$ cat src/rtl/rr_sel_arbiter_if.sv
// Channel bundle for rr_sel_arbiter: two valid/ready sources and one registered output.
// The slave modport is the arbiter's view, and the master modport is the environment's view.
interface rr_sel_arbiter_if #(
  parameter int unsigned WIDTH = 8,
  parameter int unsigned CNT_W = 8
);
  logic             in0_valid;
  logic [WIDTH-1:0] in0_data;
  logic             in0_ready;
  logic             in1_valid;
  logic [WIDTH-1:0] in1_data;
  logic             in1_ready;
  logic             out_valid;
  logic [WIDTH-1:0] out_data;
  logic             sel;
  logic             out_ready;
  logic [CNT_W-1:0] xfer_cnt;

  modport slave (
    input  in0_valid, in0_data, in1_valid, in1_data, out_ready,
    output in0_ready, in1_ready, out_valid, out_data, sel, xfer_cnt
  );

  modport master (
    output in0_valid, in0_data, in1_valid, in1_data, out_ready,
    input  in0_ready, in1_ready, out_valid, out_data, sel, xfer_cnt
  );
endinterface

$ cat src/rtl/rr_sel_arbiter.sv
// Two-channel round-robin arbiter with a one-word registered output stage that drives
// the select line of the downstream 2:1 mux, plus a wrapping accepted-word counter.
module rr_sel_arbiter #(
  parameter int unsigned WIDTH = 8,
  parameter int unsigned CNT_W = 8
) (
  input logic            clk,
  input logic            rst_n,
  rr_sel_arbiter_if.slave bus
);

  typedef enum logic [0:0] {StEmpty, StFull} state_e;

  state_e           state_q, state_d;
  logic [WIDTH-1:0] data_q, data_d;
  logic             sel_q, sel_d;
  logic             last_q, last_d;
  logic [CNT_W-1:0] cnt_q, cnt_d;

  logic can_load;
  logic grant_vld;
  logic grant_ch;
  logic accept;

  // A lone valid channel always wins; under contention the channel not served last wins.
  always_comb begin
    grant_vld = bus.in0_valid | bus.in1_valid;
    grant_ch  = 1'b0;
    if (bus.in0_valid && bus.in1_valid) begin
      grant_ch = ~last_q;
    end else if (bus.in1_valid) begin
      grant_ch = 1'b1;
    end
  end

  // Reset gates can_load so that no source sees a handshake while rst_n is low.
  assign can_load = rst_n && ((state_q == StEmpty) || bus.out_ready);
  assign accept   = can_load && grant_vld;

  assign bus.in0_ready = can_load && grant_vld && !grant_ch;
  assign bus.in1_ready = can_load && grant_vld && grant_ch;

  always_comb begin
    state_d = state_q;
    data_d  = data_q;
    sel_d   = sel_q;
    last_d  = last_q;
    cnt_d   = cnt_q;
    unique case (state_q)
      StEmpty: begin
        if (accept) state_d = StFull;
      end
      StFull: begin
        if (bus.out_ready && !accept) state_d = StEmpty;
      end
      default: state_d = StEmpty;
    endcase
    if (accept) begin
      data_d = grant_ch ? bus.in1_data : bus.in0_data;
      sel_d  = grant_ch;
      last_d = grant_ch;
      cnt_d  = cnt_q + CNT_W'(1);
    end
  end

  always_ff @(posedge clk or negedge rst_n) begin
    if (!rst_n) begin
      state_q <= StEmpty;
      data_q  <= '0;
      sel_q   <= 1'b0;
      last_q  <= 1'b1;
      cnt_q   <= '0;
    end else begin
      state_q <= state_d;
      data_q  <= data_d;
      sel_q   <= sel_d;
      last_q  <= last_d;
      cnt_q   <= cnt_d;
    end
  end

  assign bus.out_valid = (state_q == StFull);
  assign bus.out_data  = data_q;
  assign bus.sel       = sel_q;
  assign bus.xfer_cnt  = cnt_q;

endmodule

$ cat src/flat_wrapper.sv
// flat-port wrapper written by rule: the top's interface ports become plain ports
module rr_sel_arbiter_flat 
#(
  parameter int unsigned WIDTH = 8,
  parameter int unsigned CNT_W = 8
)
  (clk, rst_n, bus_in0_valid, bus_in0_data, bus_in1_valid, bus_in1_data, bus_out_ready, bus_in0_ready, bus_in1_ready, bus_out_valid, bus_out_data, bus_sel, bus_xfer_cnt);
  rr_sel_arbiter_if #(.WIDTH(WIDTH), .CNT_W(CNT_W)) bus_i ();
  input logic clk;
  input logic rst_n;
  input wire logic [$bits(bus_i.in0_valid)-1:0] bus_in0_valid;
  input wire logic [$bits(bus_i.in0_data)-1:0] bus_in0_data;
  input wire logic [$bits(bus_i.in1_valid)-1:0] bus_in1_valid;
  input wire logic [$bits(bus_i.in1_data)-1:0] bus_in1_data;
  input wire logic [$bits(bus_i.out_ready)-1:0] bus_out_ready;
  output wire logic [$bits(bus_i.in0_ready)-1:0] bus_in0_ready;
  output wire logic [$bits(bus_i.in1_ready)-1:0] bus_in1_ready;
  output wire logic [$bits(bus_i.out_valid)-1:0] bus_out_valid;
  output wire logic [$bits(bus_i.out_data)-1:0] bus_out_data;
  output wire logic [$bits(bus_i.sel)-1:0] bus_sel;
  output wire logic [$bits(bus_i.xfer_cnt)-1:0] bus_xfer_cnt;
  assign bus_i.in0_valid = bus_in0_valid;
  assign bus_i.in0_data = bus_in0_data;
  assign bus_i.in1_valid = bus_in1_valid;
  assign bus_i.in1_data = bus_in1_data;
  assign bus_i.out_ready = bus_out_ready;
  assign bus_in0_ready = bus_i.in0_ready;
  assign bus_in1_ready = bus_i.in1_ready;
  assign bus_out_valid = bus_i.out_valid;
  assign bus_out_data = bus_i.out_data;
  assign bus_sel = bus_i.sel;
  assign bus_xfer_cnt = bus_i.xfer_cnt;
  rr_sel_arbiter #(.WIDTH(WIDTH), .CNT_W(CNT_W)) u_core (.clk(clk), .rst_n(rst_n), .bus(bus_i));
endmodule
$ cat config.mk
export PLATFORM = sky130hd
export DESIGN_NAME = rr_sel_arbiter_flat
export DESIGN_NICKNAME = d
export VERILOG_FILES = /design/src/rtl/rr_sel_arbiter_if.sv /design/src/rtl/rr_sel_arbiter.sv /design/src/flat_wrapper.sv
export SDC_FILE = /design/constraint.sdc
export NUM_CORES = 1
export LEC_CHECK = 0
export BUFFER_PORTS_ARGS = -buffer_cell sky130_fd_sc_hd__buf_2
export CAP_MARGIN = 20
export CORE_UTILIZATION = 48
export CTS_CLUSTER_SIZE = 24
export DETAILED_ROUTE_END_ITERATION = 8
export GPL_TIMING_DRIVEN = 0
export PLACE_DENSITY = 0.83
export SYNTH_ARGS = -nofsm -noshare
export SYNTH_HDL_FRONTEND = slang
export SYNTH_SLANG_ARGS = --single-unit
$ cat constraint.sdc
create_clock -name clk -period 4 [get_ports clk]
set_clock_uncertainty 0.1 [all_clocks]
set_input_delay 0.8 -clock clk [delete_from_list [all_inputs] [get_ports clk]]
set_output_delay 0.8 -clock clk [all_outputs]
set_load 0.005 [all_outputs]
==> impl_metrics.tcl, run 1 <==
set metrics [dict create \
    slew_headroom_pct 69.7 \
    die_x_um 45.5 \
    setup_tns_ns 0 \
    synthDistinctLibCells 22 \
    cp.arrival_ns 1.99 \
    cp_slowest_cell "buf_2" \
    wl_met3_um 70 \
    worstSetupPathType "in -> out" \
    wl_met2_um 969 \
    clk_path_buf_depth 2 \
    chipHeight_um 45.5 \
    first_iter_violations 3 \
    cts_tree "built" \
    syn_avg_cell_area_um2 13.6 \
    ant_nets 0 \
    ys_seq_elements 19 \
    p_clk_share_pct 16.4 \
    switching_power_uw 194 \
    cpLargestDelayFamily "buffers and inverters" \
    power.internal_uw 396 \
    drtPass1Iterations 3 \
    wl_met1_um 731 \
    ys_warn_count 0 \
    highest_layer "met3" \
    setup_viol 0 \
    max_stage_delay_ns 0.38 \
    ir_drop_mv 0.264 \
    power_frac_comb_pct 30.9 \
    synth_fp_nets 89 \
    cts.sinks 19 \
    die_area_mm2 0.00207 \
    ys_seq_area_share_pct 52.5 \
    dp_slack_ns 1.09 \
    worst_pin_slew_ns 0.455 \
    ios 41 \
    crit_chain "buf_2 -> o21ai_4 -> or2_2 -> nor2_1 -> buf_2" \
    drcViolationCount 0 \
    grt_usage_pct 21.1 \
    hold_buffers 0 \
    hold_viol_final 0 \
    fill_cells 139 \
    grt_pass1_wl_mm 3.02 \
    core-area_mm2 0.00175 \
    post_cts_resized 0 \
    rsz0062_at_grt "no" \
    hold_path_class "in -> async" \
    status "finished, final reports clean" \
    hold_slack_ns 0.334 \
    end_kind "output port" \
    cp_max_fo 20 \
    totalWireLength_mm 1.77 \
    syn_area_um2 908 \
    avgRoutedWirePerCell_um 13.0 \
    maxCapViolCount 0 \
    htree_levels 1 \
    required_ns 3.10 \
    portBuffers 40 \
    max_freq_ghz 0.346 \
    clk_pin_slew_ns 0.11 \
    worst-r2r-setup-slack_ns 2.43 \
    vias 690 \
    fp-row-count 15 \
    crit_buf_inv 2 \
    num-nets-final 134 \
    place_congestion 0.695 \
    drv_slew 0 \
    avgViaCountPerCell 5.07 \
    diodes 0 \
    grt_pass1_vias 711 \
    p_leak_uw 0.000575 \
    drive_gt1_share_pct 61.3 \
    final_common_cell "buf_2" \
    dp_hpwl_mm 1.39 \
    p_seq_share_pct 52.7 \
    fin_crit_sh_pct 72.3 \
    netlist_instances 67 \
    cts_root_buf "clkbuf_4" \
    final_cell_mix "buf_2 (41), dfrtp_1 (18), mux2_2 (17)" \
    power_density_mw_per_mm2 505 \
    cts_setup_buffers 0 \
    start_kind "primary input" \
    grt_max_degree 21 \
    syn_to_final_growth_pct 28.5 \
    initial_utilization_pct 52.0 \
    clock_latency_ns 0.30 \
    fin_crit_ns 2.89 \
    cpMostUsedCell "buf_2" \
    timing.final.ws_setup_ns 1.11 \
    cts_buffers 3 \
    antenna_found_initial 0 \
    grt_overflow 0 \
    p_sw_share_pct 33.0 \
]
## registers in the layout (all words and copies together), names as in the netlist
name / count
u_core.bus.sel: 1
u_core.bus.out_valid: 1
u_core.bus.xfer_cnt: 8
u_core.bus.out_data: 8
u_core.last_q: 1
## cells in the mapped netlist
cell,number,area [um^2]
a21boi_4,1,18.8
a21o_1,2,15.0
buf_2,1,5.00
dfrtp_1,18,450
dfstp_2,1,26.3
ha_1,1,12.5
mux2_2,17,191
nand2_1,2,7.51
nand2b_1,1,6.26
nand3_1,3,15.0
nand4_1,1,6.26
nor2_1,1,3.75
nor2_4,1,11.3
nor2b_1,1,6.26
nor3_1,2,10.0
nor3b_1,1,7.51
nor3b_2,1,12.5
nor4_1,3,18.8
o21ai_4,1,16.3
or2_2,1,6.26
xnor2_1,1,8.76
xor2_1,6,52.6
## through the flow
step           util, %  std cells  instance area, um^2  power, uW
6_report          66.9        136                 1170        590
5_1_grt           66.9        136                 1170        633
4_1_cts           66.9        136                 1170        598
3_5_place_dp      65.3        132                 1140        500
3_3_place_gp      65.3        132                 1140        489
2_1_floorplan        -         67                  908        405
## cell type report
type	instances	area, um^2	share of cell area, %
Buffer	1	5.00	0.429
Clock buffer	3	22.5	1.93
Clock inverter	1	5.00	0.429
Multi-Input combinational cell	47	427	36.5
Sequential cell	19	477	40.8
Tap cell	25	31.3	2.68
Timing Repair Buffer	40	200	17.1
## power by group through the flow
| stage | registers, uW | clock network [uW] | logic, uW |
|---|---|---|---|
| 6_report | 311 | 96.8 | 182 |
| 5_1_grt | 321 | 106 | 207 |
| 4_1_cts | 310 | 100 | 187 |
| 3_5_place_dp | 314 | 0 | 187 |
| 3_3_place_gp | 309 | 0 | 180 |
| 2_1_floorplan | 313 | 0 | 92.2 |
## logic make-up after synthesis
logic type,count (synthesis),share of synthesized area (%)
xor+xnor,7,6.75
fa+ha+maj,1,1.38
compound gates,4,5.51
flops,19,52.5
simple gates,18,12.3
mux,17,21.1
buf+inv,1,0.550
## worst paths after layout
| kind | startpoint | cells after the start | to |
|---|---|---|---|
| max in group asynchronous | rst_n | 1 | u_core.last_q |
| setup reg to reg | u_core.last_q | 3 | u_core.bus.out_data[4] |
| hold / removal | rst_n | 1 | u_core.bus.sel |
| setup / recovery | rst_n | 5 | bus_in0_ready |
| hold reg to reg | u_core.bus.xfer_cnt[7] | 1 | u_core.bus.xfer_cnt[7] |
| min in group clk | u_core.bus.xfer_cnt[7] | 1 | u_core.bus.xfer_cnt[7] |
## per-layer routing
layer | up-vias | track usage [%]
met2 | 21 | 38.6
met5 | - | 0
li1 | 325 | -
met4 | 0 | 8.48
met1 | 344 | 23.3
met3 | 0 | 4.37
Note: power is estimated with default switching activity, not from simulation.
==> inputs of run 2 (changes only) <==
- CORE_UTILIZATION: 48 -> 45
- PLACE_DENSITY: 0.83 -> 0.79
- clock period: 4 -> 2.85 ns (I/O delays scaled with it)
==> impl_metrics.tcl, run 2 (same netlist as run 1, synthesis figures left out) <==
set metrics [dict create \
    clk_pin_slew_ns 0.10 \
    chipHeight_um 46.9 \
    p_leak_uw 0.000572 \
    slew_headroom_pct 69.5 \
    grt_pass1_wl_mm 2.77 \
    drtPass1Iterations 4 \
    die_area_mm2 0.00220 \
    initial_utilization_pct 50.4 \
    cts_root_buf "clkbuf_4" \
    wl_met2_um 906 \
    portBuffers 40 \
    required_ns 2.18 \
    clock_latency_ns 0.28 \
    maxCapViolCount 0 \
    avgRoutedWirePerCell_um 12.6 \
    r2r-start "u_core.last_q" \
    htree_levels 1 \
    core-area_mm2 0.00180 \
    fin_crit_sh_pct 84.9 \
    power_density_mw_per_mm2 705 \
    cp_max_fo 20 \
    highest_layer "met4" \
    grt_pass1_vias 642 \
    dp_slack_ns 0.386 \
    cts.sinks 19 \
    ir_drop_mv 0.430 \
    wl_met1_um 748 \
    crit_start "rst_n" \
    antenna_found_initial 0 \
    seqCellArea_um2 477 \
    worst-r2r-setup-slack_ns 1.28 \
    fin_util_pct 64.7 \
    hold_buffers 0 \
    p_total_uw 822 \
    first_iter_violations 11 \
    wl_met3_um 48 \
    cts_buffers 3 \
    multi_input_area_um2 427 \
    diodes 0 \
    dp_hpwl_mm 1.34 \
    hold_viol_final 0 \
    crit_path_end "bus_in0_ready" \
    final_common_cell "buf_2" \
    vias 669 \
    fin_crit_ns 2.42 \
    rsz0062_at_grt "no" \
    timing.final.ws_setup_ns 0.431 \
    syn_to_final_growth_pct 28.4 \
    final_cell_mix "buf_2 (41), dfrtp_1 (18), mux2_2 (17)" \
    die_x_um 46.9 \
    grt_usage_pct 18.2 \
    worstSetupPathType "in -> out" \
    ios 41 \
    clk_path_buf_depth 2 \
    cp.arrival_ns 1.75 \
    cts_setup_buffers 0 \
    worst_pin_slew_ns 0.457 \
    setup_viol 0 \
    start_kind "primary input" \
    setup_tns_ns 0 \
    drv_slew 0 \
    ant_nets 0 \
    post_cts_resized 0 \
    cts_tree "built" \
    fp-row-count 15 \
    worstReg2RegEnd "u_core.bus.out_data[5]" \
    totalWireLength_mm 1.71 \
    drive_gt1_share_pct 60.4 \
    fill_cells 160 \
    r2r_cells 3 \
    grt_max_degree 21 \
    end_kind "output port" \
    grt_overflow 0 \
    drcViolationCount 0 \
    status "finished, final reports clean" \
    hold_path_class "in -> async" \
    max_freq_ghz 0.413 \
    place_congestion 0.685 \
    num-nets-final 134 \
    avgViaCountPerCell 4.92 \
]
[run 2: cell count changes in the layout (fill, tap and decap cells not counted), sizes merged]
cell    change
clkinv      -1
clkbuf      +1
[run 2: layout make-up]
cell class	instances	share of cell area [%]
sequential	19	40.9
multi-input combinational	47	36.6
timing repair buffer	40	17.2
tap	25	2.68
clock buffer	4	2.25
buffer	1	0.429
[run 2: metal layers]
metal | up-vias | global-route usage (%)
met5 | - | 0
met4 | 0 | 6.86
met3 | 2 | 2.31
met2 | 14 | 30.6
met1 | 322 | 24.0
li1 | 331 | -
[run 2: power by group]
group	internal (uW)	switching [uW]
logic	149	109
registers	354	79.9
clock network	54.3	75.5
[run 2: worst max-delay path, cell delays in order]
cell and delay [ns]:
buf_2 0.38, o21ai_4 0.20, or2_2 0.37, nor2_1 0.12, buf_2 0.12
[run 2: worst min-delay path by stage]
stage | from | end | slack, ns | cells past startpoint
after floorplan | rst_n | u_core.bus.out_data[0] | 0.17 | 0
after global placement | u_core.bus.xfer_cnt[7] | u_core.bus.xfer_cnt[7] | 0.35 | 1
after detailed placement | u_core.bus.xfer_cnt[7] | u_core.bus.xfer_cnt[7] | 0.35 | 1
after CTS | rst_n | u_core.bus.out_data[1] | 0.13 | 1
after global routing | rst_n | u_core.bus.out_data[1] | 0.14 | 1
final | rst_n | u_core.bus.out_data[1] | 0.12 | 1
[run 2: stage by stage]
step / hold WS [ns] / std cells / instance area (um^2)
after floorplan: 0.174 / 67 / 908
after global placement: 0.353 / 132 / 1140
after detailed placement: 0.355 / 132 / 1140
after CTS: 0.126 / 136 / 1170
after global routing: 0.138 / 136 / 1170
final: 0.118 / 136 / 1170
